==> config.mk <==
export PLATFORM = sky130hd
export DESIGN_NAME = cabac_sync_fifo_flat
export DESIGN_NICKNAME = d
export VERILOG_FILES = /design/src/rtl/cabac_sync_fifo_if.sv /design/src/rtl/cabac_sync_fifo.sv /design/src/flat_wrapper.sv
export SDC_FILE = /design/constraint.sdc
export NUM_CORES = 1
export LEC_CHECK = 0
export BUFFER_PORTS_ARGS = -buffer_cell sky130_fd_sc_hd__buf_2
export CORE_MARGIN = 10
export CORE_UTILIZATION = 41
export DETAILED_ROUTE_END_ITERATION = 10
export HOLD_SLACK_MARGIN = 0.06
export MAX_ROUTING_LAYER = met4
export PLACE_DENSITY_LB_ADDON = 0.15
export SLEW_MARGIN = 20
export SYNTH_ARGS = -nofsm -noshare
export SYNTH_HDL_FRONTEND = slang
export SYNTH_SLANG_ARGS = --single-unit
==> constraint.sdc <==
create_clock -name clk -period 17.1 [get_ports clk]
set_input_delay 0 -clock clk [delete_from_list [all_inputs] [get_ports clk]]
set_output_delay 0 -clock clk [all_outputs]
set_load 0.05 [all_outputs]
==> src/rtl/cabac_sync_fifo_if.sv <==
// rtl/cabac_sync_fifo_if.sv - producer/consumer bundle for the CABAC synchronous FIFO
interface cabac_sync_fifo_if #(
    parameter int DATA_WIDTH = 76,
    parameter int ADDR_WIDTH = 3
);
    logic                  flush_i;
    logic                  wr_i;
    logic [DATA_WIDTH-1:0] data_i;
    logic                  rd_i;
    logic [DATA_WIDTH-1:0] data_o;
    logic                  valid_o;
    logic                  full_o;
    logic                  afull_o;
    logic                  empty_o;
    logic [ADDR_WIDTH:0]   count_o;
    logic                  ovf_o;

    // Side that drives requests and watches status (producer + consumer).
    modport master (
        output flush_i, wr_i, data_i, rd_i,
        input  data_o, valid_o, full_o, afull_o, empty_o, count_o, ovf_o
    );

    // The FIFO itself.
    modport slave (
        input  flush_i, wr_i, data_i, rd_i,
        output data_o, valid_o, full_o, afull_o, empty_o, count_o, ovf_o
    );
endinterface

==> src/rtl/cabac_sync_fifo.sv <==
// rtl/cabac_sync_fifo.sv - single-clock first-word-fall-through FIFO feeding CABAC binarization
module cabac_sync_fifo #(
    parameter int DATA_WIDTH = 76,
    parameter int ADDR_WIDTH = 3,
    parameter int AFULL_TH   = 6
) (
    input  logic             clk,
    input  logic             rst_n,
    cabac_sync_fifo_if.slave bus
);
    localparam int DEPTH = 1 << ADDR_WIDTH;

    // Pointers carry one extra wrap bit so full and empty are distinguishable.
    logic [ADDR_WIDTH:0]   wr_ptr;
    logic [ADDR_WIDTH:0]   rd_ptr;
    logic [DATA_WIDTH-1:0] mem [DEPTH];

    logic [ADDR_WIDTH:0]   count;
    logic                  empty;
    logic                  full;
    logic                  wr_en;
    logic                  rd_en;

    // Status is purely a function of the registered pointers.
    always_comb begin
        count = wr_ptr - rd_ptr;
        empty = (count == '0);
        full  = (count == (ADDR_WIDTH + 1)'(DEPTH));
        // A full FIFO drops the write even if a pop frees a slot this cycle;
        // flush overrides both sides.
        wr_en = bus.wr_i & ~full & ~bus.flush_i;
        rd_en = bus.rd_i & ~empty & ~bus.flush_i;
    end

    // Pointer update: flush wins, otherwise advance on accepted write/pop.
    always_ff @(posedge clk or negedge rst_n) begin
        if (!rst_n) begin
            wr_ptr <= '0;
            rd_ptr <= '0;
        end else if (bus.flush_i) begin
            wr_ptr <= '0;
            rd_ptr <= '0;
        end else begin
            if (wr_en) wr_ptr <= wr_ptr + 1'b1;
            if (rd_en) rd_ptr <= rd_ptr + 1'b1;
        end
    end

    // Sticky overflow: any write attempt while full, cleared only by flush or reset.
    always_ff @(posedge clk or negedge rst_n) begin
        if (!rst_n) begin
            bus.ovf_o <= 1'b0;
        end else if (bus.flush_i) begin
            bus.ovf_o <= 1'b0;
        end else if (bus.wr_i && full) begin
            bus.ovf_o <= 1'b1;
        end
    end

    // Storage is left unreset; stale words never reach data_o because it is gated by valid.
    always_ff @(posedge clk) begin
        if (wr_en) mem[wr_ptr[ADDR_WIDTH-1:0]] <= bus.data_i;
    end

    // Head word falls through with no same-cycle write bypass.
    always_comb begin
        bus.count_o = count;
        bus.empty_o = empty;
        bus.full_o  = full;
        bus.afull_o = (count >= (ADDR_WIDTH + 1)'(AFULL_TH));
        bus.valid_o = ~empty;
        bus.data_o  = empty ? '0 : mem[rd_ptr[ADDR_WIDTH-1:0]];
    end
endmodule

==> src/flat_wrapper.sv <==
// flat-port wrapper written by rule: the top's interface ports become plain ports
module cabac_sync_fifo_flat 
#(
    parameter int DATA_WIDTH = 76,
    parameter int ADDR_WIDTH = 3,
    parameter int AFULL_TH   = 6
)
  (clk, rst_n, bus_flush_i, bus_wr_i, bus_data_i, bus_rd_i, bus_data_o, bus_valid_o, bus_full_o, bus_afull_o, bus_empty_o, bus_count_o, bus_ovf_o);
  cabac_sync_fifo_if #(.DATA_WIDTH(DATA_WIDTH), .ADDR_WIDTH(ADDR_WIDTH)) bus_i ();
  input  logic clk;
  input  logic rst_n;
  input wire logic [$bits(bus_i.flush_i)-1:0] bus_flush_i;
  input wire logic [$bits(bus_i.wr_i)-1:0] bus_wr_i;
  input wire logic [$bits(bus_i.data_i)-1:0] bus_data_i;
  input wire logic [$bits(bus_i.rd_i)-1:0] bus_rd_i;
  output wire logic [$bits(bus_i.data_o)-1:0] bus_data_o;
  output wire logic [$bits(bus_i.valid_o)-1:0] bus_valid_o;
  output wire logic [$bits(bus_i.full_o)-1:0] bus_full_o;
  output wire logic [$bits(bus_i.afull_o)-1:0] bus_afull_o;
  output wire logic [$bits(bus_i.empty_o)-1:0] bus_empty_o;
  output wire logic [$bits(bus_i.count_o)-1:0] bus_count_o;
  output wire logic [$bits(bus_i.ovf_o)-1:0] bus_ovf_o;
  assign bus_i.flush_i = bus_flush_i;
  assign bus_i.wr_i = bus_wr_i;
  assign bus_i.data_i = bus_data_i;
  assign bus_i.rd_i = bus_rd_i;
  assign bus_data_o = bus_i.data_o;
  assign bus_valid_o = bus_i.valid_o;
  assign bus_full_o = bus_i.full_o;
  assign bus_afull_o = bus_i.afull_o;
  assign bus_empty_o = bus_i.empty_o;
  assign bus_count_o = bus_i.count_o;
  assign bus_ovf_o = bus_i.ovf_o;
  cabac_sync_fifo #(.DATA_WIDTH(DATA_WIDTH), .ADDR_WIDTH(ADDR_WIDTH), .AFULL_TH(AFULL_TH)) u_core (.clk(clk), .rst_n(rst_n), .bus(bus_i));
endmodule
# [Word level (Yosys, flattened, before mapping)]
# Memories as Yosys holds them, arrays and structs flattened.
# Cells that the tools add are included.
[op_classes] n_eq_ne=1 bitwise_logic=7 add_sub_neg=3 mux=9 magnitude_cmp=1 reduce_logical=5
[op_table] operator="$mux W76" n=1
[op_table] operator="$mux W4" n=4
[op_table] operator="$add A4 B1 Y4 const B" n=2
[op_table] operator="$reduce_bool A2 Y1" n=3
[op_table] operator="$and A1 B1 Y1" n=4
[op_table] operator="$eq A4 B4 Y1 const B" n=1
[op_table] operator="$ge A4 B3 Y1 const B" n=1
[op_table] operator="$logic_not A4 Y1" n=1
[op_table] operator="$mux W1" n=4
[op_table] operator="$sub A4 B4 Y4" n=1
[op_table] operator="$not A1 Y1" n=3
[op_table] operator="$logic_and A1 B1 Y1" n=1
[word_totals] mem_bits_rw=608 n_memories=1 regBits=9
[mem_list] memory="u_core.mem" depth=8 width=76 rd=1 rd_clocked_by_memory_dff=0 write_ports=1 line_no="cabac_sync_fifo.sv:16" rtl="logic [DATA_WIDTH-1:0] mem [DEPTH];"

# [Logic depth before layout (Yosys ltp)]
# Gate-level depths: netlist of the first run.
[depth] depth_word=7 depth_mapped=12 depth_no_buf=10

# [Worst setup path before layout of the first run]
# OpenSTA, ideal clock, no wires.
[synth_path] kind="flip-flop to flip-flop" startpoint="register u_core.rd_ptr[1]" endpoint="memory u_core.mem[5][0] (enable)" required_ns=16.403 path_slack_ns=6.713 synth_period_minus_slack_ns=10.387 stages_incl_launch_ff=11 t_arrival_ns=9.690 setup_time_ns=0.697 path_cell_list="dfrtp_1 buf_2 buf_2 buf_2 inv_1 fa_1 xor2_2 or3_4 o31ai_4 buf_6 nor4_1"
[synth_between] elab_chain_cells=7
[synth_lines] element="start, declared" line_no="cabac_sync_fifo.sv:15" rtl="logic [ADDR_WIDTH:0] rd_ptr;"
[synth_lines] element="start signal, assigned" line_no="cabac_sync_fifo.sv:45" rtl="if (rd_en) rd_ptr <= rd_ptr + 1'b1;"
[synth_lines] element="$sub A4 B4 Y4" line_no="cabac_sync_fifo.sv:26" rtl="count = wr_ptr - rd_ptr;"
[synth_lines] element="named net bus_count_o[2]" line_no="flat_wrapper.sv:21" rtl="output wire logic [$bits(bus_i.count_o)-1:0] bus_count_o;"
[synth_lines] element="$eq A4 B4 Y1" line_no="cabac_sync_fifo.sv:28" rtl="full = (count == (ADDR_WIDTH + 1)'(DEPTH));"
[synth_lines] element="$not A1 Y1" line_no="cabac_sync_fifo.sv:31" rtl="wr_en = bus.wr_i & ~full & ~bus.flush_i;"
[synth_lines] element="$and A1 B1 Y1 (2 in a row)" line_no="cabac_sync_fifo.sv:31"
[synth_lines] element="$mux W1" line_no="cabac_sync_fifo.sv:62" rtl="if (wr_en) mem[wr_ptr[ADDR_WIDTH-1:0]] <= bus.data_i;"
[synth_lines] element="$mux W1 (implied by the code)" line_no="cabac_sync_fifo.sv:62"
[synth_lines] element="end, declared" line_no="cabac_sync_fifo.sv:16"
# The timed path passes the listed nets, and every way through them passes these cells.

# [Final worst setup path of the first run]
[layout_path] startpoint="register u_core.rd_ptr[0]" endpoint="output port bus_data_o[75]"
[layout_between] elab_chain_cells=3 elab_cells_between_ends=4
[layout_lines] element="$sub A4 B4 Y4" line_no="cabac_sync_fifo.sv:26"
[layout_lines] element="$logic_not A4 Y1" line_no="cabac_sync_fifo.sv:27" rtl="empty = (count == '0);"
[layout_lines] element="$mux W76 (*)" line_no="cabac_sync_fifo.sv:72" rtl="bus.data_o = empty ? '0 : mem[rd_ptr[ADDR_WIDTH-1:0]];"
[layout_lines] element="end, declared" line_no="flat_wrapper.sv:16" rtl="output wire logic [$bits(bus_i.data_o)-1:0] bus_data_o;"
# Every way passes the cells marked *; elsewhere a longest branch is shown, timed or not.

==> impl_metrics.csv, run 1 <==
group,metric,value,unit
outcome,status,"complete, no violations",
global_route,met3_usage,0.0287,
floorplan,pin_count,166,
sta,drv_slew,0,
critical_path,max_stage_delay,0.82,ns
cts,cts_buffer_depth,3,
routing,post_drt_wl_per_cell,24.0,um
critical_path,cp-start-kind,"flip-flop",
floorplan,rows,87,
synthesis,yosys-top-cells-area,"edfxtp_1 (77%), mux4_2 (14%), nand2_1 (2.4%)",
sta,rsz0062_at_grt,"no",
power_and_ir_drop,peakVddDrop,199,uV
floorplan,core-area,56700,um^2
layout,areaGrowthSynthToFinish,19.3,%
sta,setup_violations,0,
sta,max_freq,201,MHz
critical_path,critPathKind,"reg2out",
power_and_ir_drop,sw_frac_of_total,0.409,
sta,min_period,4.98,ns
routing,drc,0,
critical_path,cp_slowest_cell,"buf_4",
floorplan,die_y,260,um
synthesis,yosysWarnings,0,
synthesis,syn_nets,1209,
routing,drt-total-wl,52800,um
global_route,overflow,0,
global_route,grt_use_met1,0.208,
sta,hold_viol,0,
layout,nets,1489,
cts,cts_tree,"done",
synthesis,syn_avg_cell_area,21.1,um^2
worst_hold_path,hold_path.class,"in2reg",
global_route,grt_pass1_vias,12500,
floorplan,dieArea,67600,um^2
layout,drive_above_1_share,0.309,
synthesis,synth_flop_cell,"edfxtp_1",
synthesis,synth_mux_area_frac,0.146,
global_route,grt_pass1_wl,80200,um
sta,max_slew.worst_pin.slew,1.10,ns
floorplan,die_w,260,um
critical_path,arrival,4.98,ns
routing,ant_nets,0,
cts,path_clk_slew,0.06,ns
sta,relSlewSlack,0.265,
critical_path,cp_max_fo,49,
worst_hold_path,holdPathStages,2,
global_route,top_usage_layer,"met2",
routing,first_pass_iters,4,
place,place_congestion,0.699,
critical_path,ff2ff_path_depth,8,
power_and_ir_drop,p_int,3.06,mW
synthesis,synth_edf_count,608,
cts,cts.sinks,617,
cts,clk_latency,0.60,ns
global_route,antenna_found_initial,5,
synthesis,synth_seq_cells,617,
floorplan,start_util,0.417,
power_and_ir_drop,p_sw,2.11,mW
synthesis,async_reset_ff_frac,0.0146,
synthesis,synthXorXnorAreaFrac,0.00143,
place,io_buffers,165,
routing,vias,11600,
power_and_ir_drop,pwr-share-clk,0.255,
layout,layout_commonest_cell,"edfxtp_1",
synthesis,yosysTopAreaCell,"edfxtp_1",
synthesis,synth_compound_area_frac,0.0205,
critical_path,path_cells,"buf_4 > buf_6 > buf_4 > mux4_2 > nand2_1 > a21oi_1 > buf_2",
cts,root_buffer,"clkbuf_16",
synthesis,syn_inst,1122,
cts,cts_made_buffers,67,
sta,fin_skew,0.0302,ns
global_route,use_met2,0.263,
synthesis,ys_types,39,
critical_path,endpoint_kind,"output pin",
power_and_ir_drop,p_per_area,184,nW/um^2
synthesis,synth_area,23600,um^2
global_route,grt_max_degree,66,
place,place_ws,12.25,ns
global_route,track_usage,0.163,
synthesis,synth_adder_area_share,0.00350,
power_and_ir_drop,p_seq_frac,0.351,
sta,tns,0,ns
power_and_ir_drop,combPwrFrac,0.394,
synthesis,yosysSeqAreaShare,0.782,
synthesis,synth_top_family_by_area,"multiplexers",
routing,drt-initial-drc-count,852,
place,dp_hpwl,28300,um
synthesis,synth_top_area_share,0.773,
power_and_ir_drop,p_leak,9.19,nW
layout,layout_common_cells,"edfxtp_1 (608), buf_2 (165), nand2_1 (154)",
sta,setup_slack,12.12,ns
flow_run,drv_cap,0,
critical_path,crit_required,17.10,ns
critical_path,cp_common_cell,"buf_4",
cts,htree_levels,3,
synthesis,yosys.area_share.simple,0.0316,
sta,fin_crit_sh,0.291,
routing,vias_per_cell,5.28,
## layer usage
layer	share of wire	vias to the layer above	wire length, um
li1	-	5142	-
met1	0.43	6147	22700
met2	0.51	271	26700
met3	0.046	76	2430
met4	0.019	0	1010
met5	0	-	0
## synth_stat cells, types with 2 or more instances
| cell type | n |
|---|---|
| mux2i_1 | 2 |
| inv_2 | 2 |
| or3_1 | 3 |
| buf_2 | 28 |
| nor4_1 | 6 |
| nor3_1 | 3 |
| edfxtp_1 | 608 |
| dfrtp_1 | 9 |
| inv_1 | 6 |
| buf_6 | 2 |
| mux4_2 | 152 |
| ha_1 | 5 |
| clkbuf_1 | 26 |
| a21oi_1 | 81 |
| buf_4 | 6 |
| nor2_1 | 6 |
| nand2_1 | 154 |
| o21ai_1 | 2 |
## state kept, by name, indices dropped and copies added (netlist names)
| signal | count |
|---|---|
| u_core.mem | 608 |
| u_core.rd_ptr | 4 |
| u_core.wr_ptr | 4 |
| u_core.bus.ovf_o | 1 |
## final cells by class
class,instances,area (um^2)
fillers,4605,28500
flip-flops and latches,617,18500
multi-input cells,435,4850
repair buffers,273,1850
clock buffers,88,1820
well taps,756,946
clock inverters,24,176
inverters,8,32.5
diodes,4,10.0
## per-stage QoR
step | util | hold WS [ns] | power (mW) | std cells | area [um^2]
finish | 0.497 | 0.212 | 5.18 | 2205 | 28200
global route | 0.497 | 0.226 | 5.41 | 2205 | 28200
CTS | 0.497 | 0.178 | 5.27 | 2201 | 28200
detailed placement | 0.447 | -0.126 | 3.91 | 2005 | 25300
global placement | 0.447 | -0.125 | 3.91 | 2005 | 25300
floorplan | - | -0.296 | 3.36 | 1122 | 23600
## power by group through the flow
stage	clock network, mW	registers (mW)	logic [mW]
after global routing	1.42	1.83	2.16
after CTS	1.36	1.82	2.09
after detailed placement	0	1.85	2.06
after global placement	0	1.85	2.07
after floorplan	0	1.83	1.53
final	1.32	1.82	2.04
## what timing repair did
item	4_1_cts	5_1_grt
setup buffers	0	0
hold buffers	84	0
resized for setup	0	0
hold endpoints to repair	626	0
## worst max-delay path: cells and delay by family (launching register included)
family,cells,cell delay (ns)
flops,1,0.76
mux,1,0.36
simple gates,1,0.05
compound gates,1,0.47
buf+inv,4,2.64
## cells by family after synthesis
group	after synthesis
DFF	617
buffers and inverters	70
adders and majority gates	6
xor gates and xnor gates	3
muxes	155
AOI/OAI and AO/OA	89
and+or+nand+nor	182
## path summary, 6_finish.rpt
path | start | to | slack (ns)
worst max-delay path | u_core.rd_ptr[0]$_DFFE_PN0P_ | bus_data_o[75] | 12.12
min in group asynchronous | rst_n | u_core.wr_ptr[3]$_DFFE_PN0P_ | 0.40
worst min register to register | u_core.rd_ptr[3]$_DFFE_PN0P_ | u_core.rd_ptr[3]$_DFFE_PN0P_ | 0.58
max in group asynchronous | rst_n | u_core.rd_ptr[0]$_DFFE_PN0P_ | 16.35
worst min-delay path | bus_data_i[20] | u_core.mem[6][20]$_DFFE_PP_ | 0.21
worst max register to register | u_core.rd_ptr[1]$_DFFE_PN0P_ | u_core.mem[3][47]$_DFFE_PP_ | 12.86
(Power assumes the default switching activity.)
==> run 2: changes to the inputs <==
clock period = 5.05 ns   (was 17.1 ns; I/O delays follow)
==> impl_metrics.csv, run 2 (synthesized netlist as in run 1, its figures left out) <==
group,metric,value,unit
power_and_ir_drop,p_per_area,625,nW/um^2
routing,drc,0,
layout,multi_input_area,4940,um^2
layout,drive_above_1_share,0.313,
sta,max_slew.worst_pin.slew,1.08,ns
routing,vias,11700,
layout,seqCellArea,18500,um^2
power_and_ir_drop,p_leak,9.27,nW
critical_path,ff2ff_path_depth,10,
critical_path,critPathKind,"reg2out",
critical_path,max_stage_delay,0.52,ns
power_and_ir_drop,p_seq_frac,0.342,
floorplan,pin_count,166,
global_route,antenna_found_initial,6,
floorplan,die_w,260,um
floorplan,dieArea,67600,um^2
critical_path,rr_endpoint,"u_core.mem[3][13]$_DFFE_PP_",
layout,layout_commonest_cell,"edfxtp_1",
global_route,overflow,0,
power_and_ir_drop,p_sw,7.15,mW
outcome,status,"complete, no violations",
routing,first_pass_iters,5,
layout,fin_util,0.501,
critical_path,cp_max_fo,27,
layout,layout_common_cells,"edfxtp_1 (608), buf_2 (165), nand2_1 (154)",
power_and_ir_drop,sw_frac_of_total,0.403,
floorplan,core-area,56700,um^2
power_and_ir_drop,pwr-share-clk,0.262,
critical_path,worstSetupEndpoint,"bus_data_o[0]",
routing,drt-initial-drc-count,717,
layout,largest_reg_flops,608,
sta,max_freq,242,MHz
global_route,grt_pass1_vias,12500,
cts,cts_tree,"done",
layout,fillCellCount,4605,
critical_path,cp_slowest_cell,"dfrtp_2",
place,dp_hpwl,27400,um
global_route,track_usage,0.161,
routing,ant_nets,0,
floorplan,start_util,0.417,
sta,rsz0062_at_grt,"no",
global_route,grt_pass1_wl,79700,um
sta,hold_viol,0,
sta,tns,0,ns
sta,drv_slew,0,
cts,cts_made_buffers,66,
sta,setup_slack,0.917,ns
power_and_ir_drop,combPwrFrac,0.396,
routing,drt-total-wl,52400,um
cts,root_buffer,"clkbuf_16",
flow_run,drv_cap,0,
place,place_congestion,0.706,
floorplan,rows,87,
critical_path,arrival,4.13,ns
sta,relSlewSlack,0.281,
power_and_ir_drop,p_int,10.6,mW
critical_path,cp-start-kind,"flip-flop",
critical_path,endpoint_kind,"output pin",
routing,vias_per_cell,5.27,
sta,fin_skew,0.0154,ns
critical_path,r2r-start,"u_core.wr_ptr[0]$_DFFE_PN0P_",
floorplan,die_y,260,um
worst_hold_path,hold_path.class,"in2reg",
routing,post_drt_wl_per_cell,23.7,um
sta,fin_crit_sh,0.819,
cts,path_clk_slew,0.06,ns
layout,areaGrowthSynthToFinish,20.2,%
cts,post_cts_buffers,0,
critical_path,path_cells,"inv_4 > ha_4 > inv_1 > fa_2 > xor2_4 > or3_4 > o21bai_4 > clkinv_2 > buf_4 > a21oi_1 > buf_2",
place,io_buffers,165,
critical_path,crit_required,5.05,ns
power_and_ir_drop,peakVddDrop,480,uV
cts,cts.sinks,617,
global_route,grt_max_degree,155,
worst_hold_path,hold_start,"bus_data_i[62]",
place,place_ws,0.956,ns
cts,clk_latency,0.59,ns
critical_path,r2r_slack,1.32,ns
cts,cts_buffer_depth,3,
critical_path,startpoint,"u_core.wr_ptr[0]$_DFFE_PN0P_",
cts,htree_levels,3,
sta,min_period,4.13,ns
layout,nets,1488,
sta,setup_violations,0,
-- run 2: cell count changes in the layout (fill, tap and decap cells not counted), sizes merged --
cell and delta:
clkinv +6, buf +2, bufinv +2, clkbuf -2, diode +2, dlygate4sd3 -2
inv -2, clkinvlp +1
-- run 2: metrics by stage --
stage,area [um^2],power [mW],hold WS (ns),cells
after floorplan,23800,11.4,-0.296,1122
after global placement,25500,13.3,-0.115,2006
after detailed placement,25500,13.3,-0.113,2006
after CTS,28400,18.0,0.184,2205
after global routing,28400,18.5,0.234,2212
final,28400,17.7,0.224,2212
-- run 2: layer usage --
metal / GRT usage / vias up / share of wire
met2: 0.249 / 262 / 0.48
met5: - / - / 0
li1: - / 5145 / -
met3: 0.0326 / 53 / 0.051
met1: 0.214 / 6208 / 0.45
met4: 0.0453 / 0 / 0.014
-- run 2: repair_timing --
action / CTS / global route
hold buffers: 82 / 0
gates resized for setup: 0 / 0
endpoints found under the hold margin: 644 / 0
-- run 2: layout make-up --
cell class                      instances  area share
Timing Repair Buffer                  273      0.0660
Multi-Input combinational cell        435       0.174
Clock buffer                           86      0.0664
Clock inverter                         31     0.00744
Inverter                                8     0.00123
Tap cell                              756      0.0333
Antenna cell                            6    0.000529
Sequential cell                       617       0.651
-- run 2: worst min path at each step --
stage | end | slack [ns] | cells after the start
3_3_place_gp | u_core.bus.ovf_o$_DFFE_PN0P_ | -0.11 | 1
3_5_place_dp | u_core.bus.ovf_o$_DFFE_PN0P_ | -0.11 | 1
5_1_grt | u_core.mem[7][63]$_DFFE_PP_ | 0.23 | 2
6_report | u_core.mem[4][62]$_DFFE_PP_ | 0.22 | 2
4_1_cts | u_core.mem[6][62]$_DFFE_PP_ | 0.18 | 2
2_1_floorplan | u_core.bus.ovf_o$_DFFE_PN0P_ | -0.30 | 0
-- run 2: worst max-delay path: cells and delay by family, from the launching register on --
kind,cells,cell delay [ns]
AOI/OAI and AO/OA,2,0.56
xor gates and xnor gates,1,0.18
adders and majority gates,2,0.56
buffers and inverters,5,1.53
DFF,1,0.52
and+or+nand+nor,1,0.17
-- run 2: power groups by stage --
| stage | clock [mW] | sequential (mW) | combinational [mW] |
|---|---|---|---|
| after floorplan | 0 | 6.16 | 5.26 |
| after global placement | 0 | 6.16 | 7.12 |
| after detailed placement | 0 | 6.17 | 7.12 |
| after CTS | 4.79 | 6.07 | 7.20 |
| after global routing | 4.99 | 6.09 | 7.45 |
| final | 4.66 | 6.06 | 7.03 |
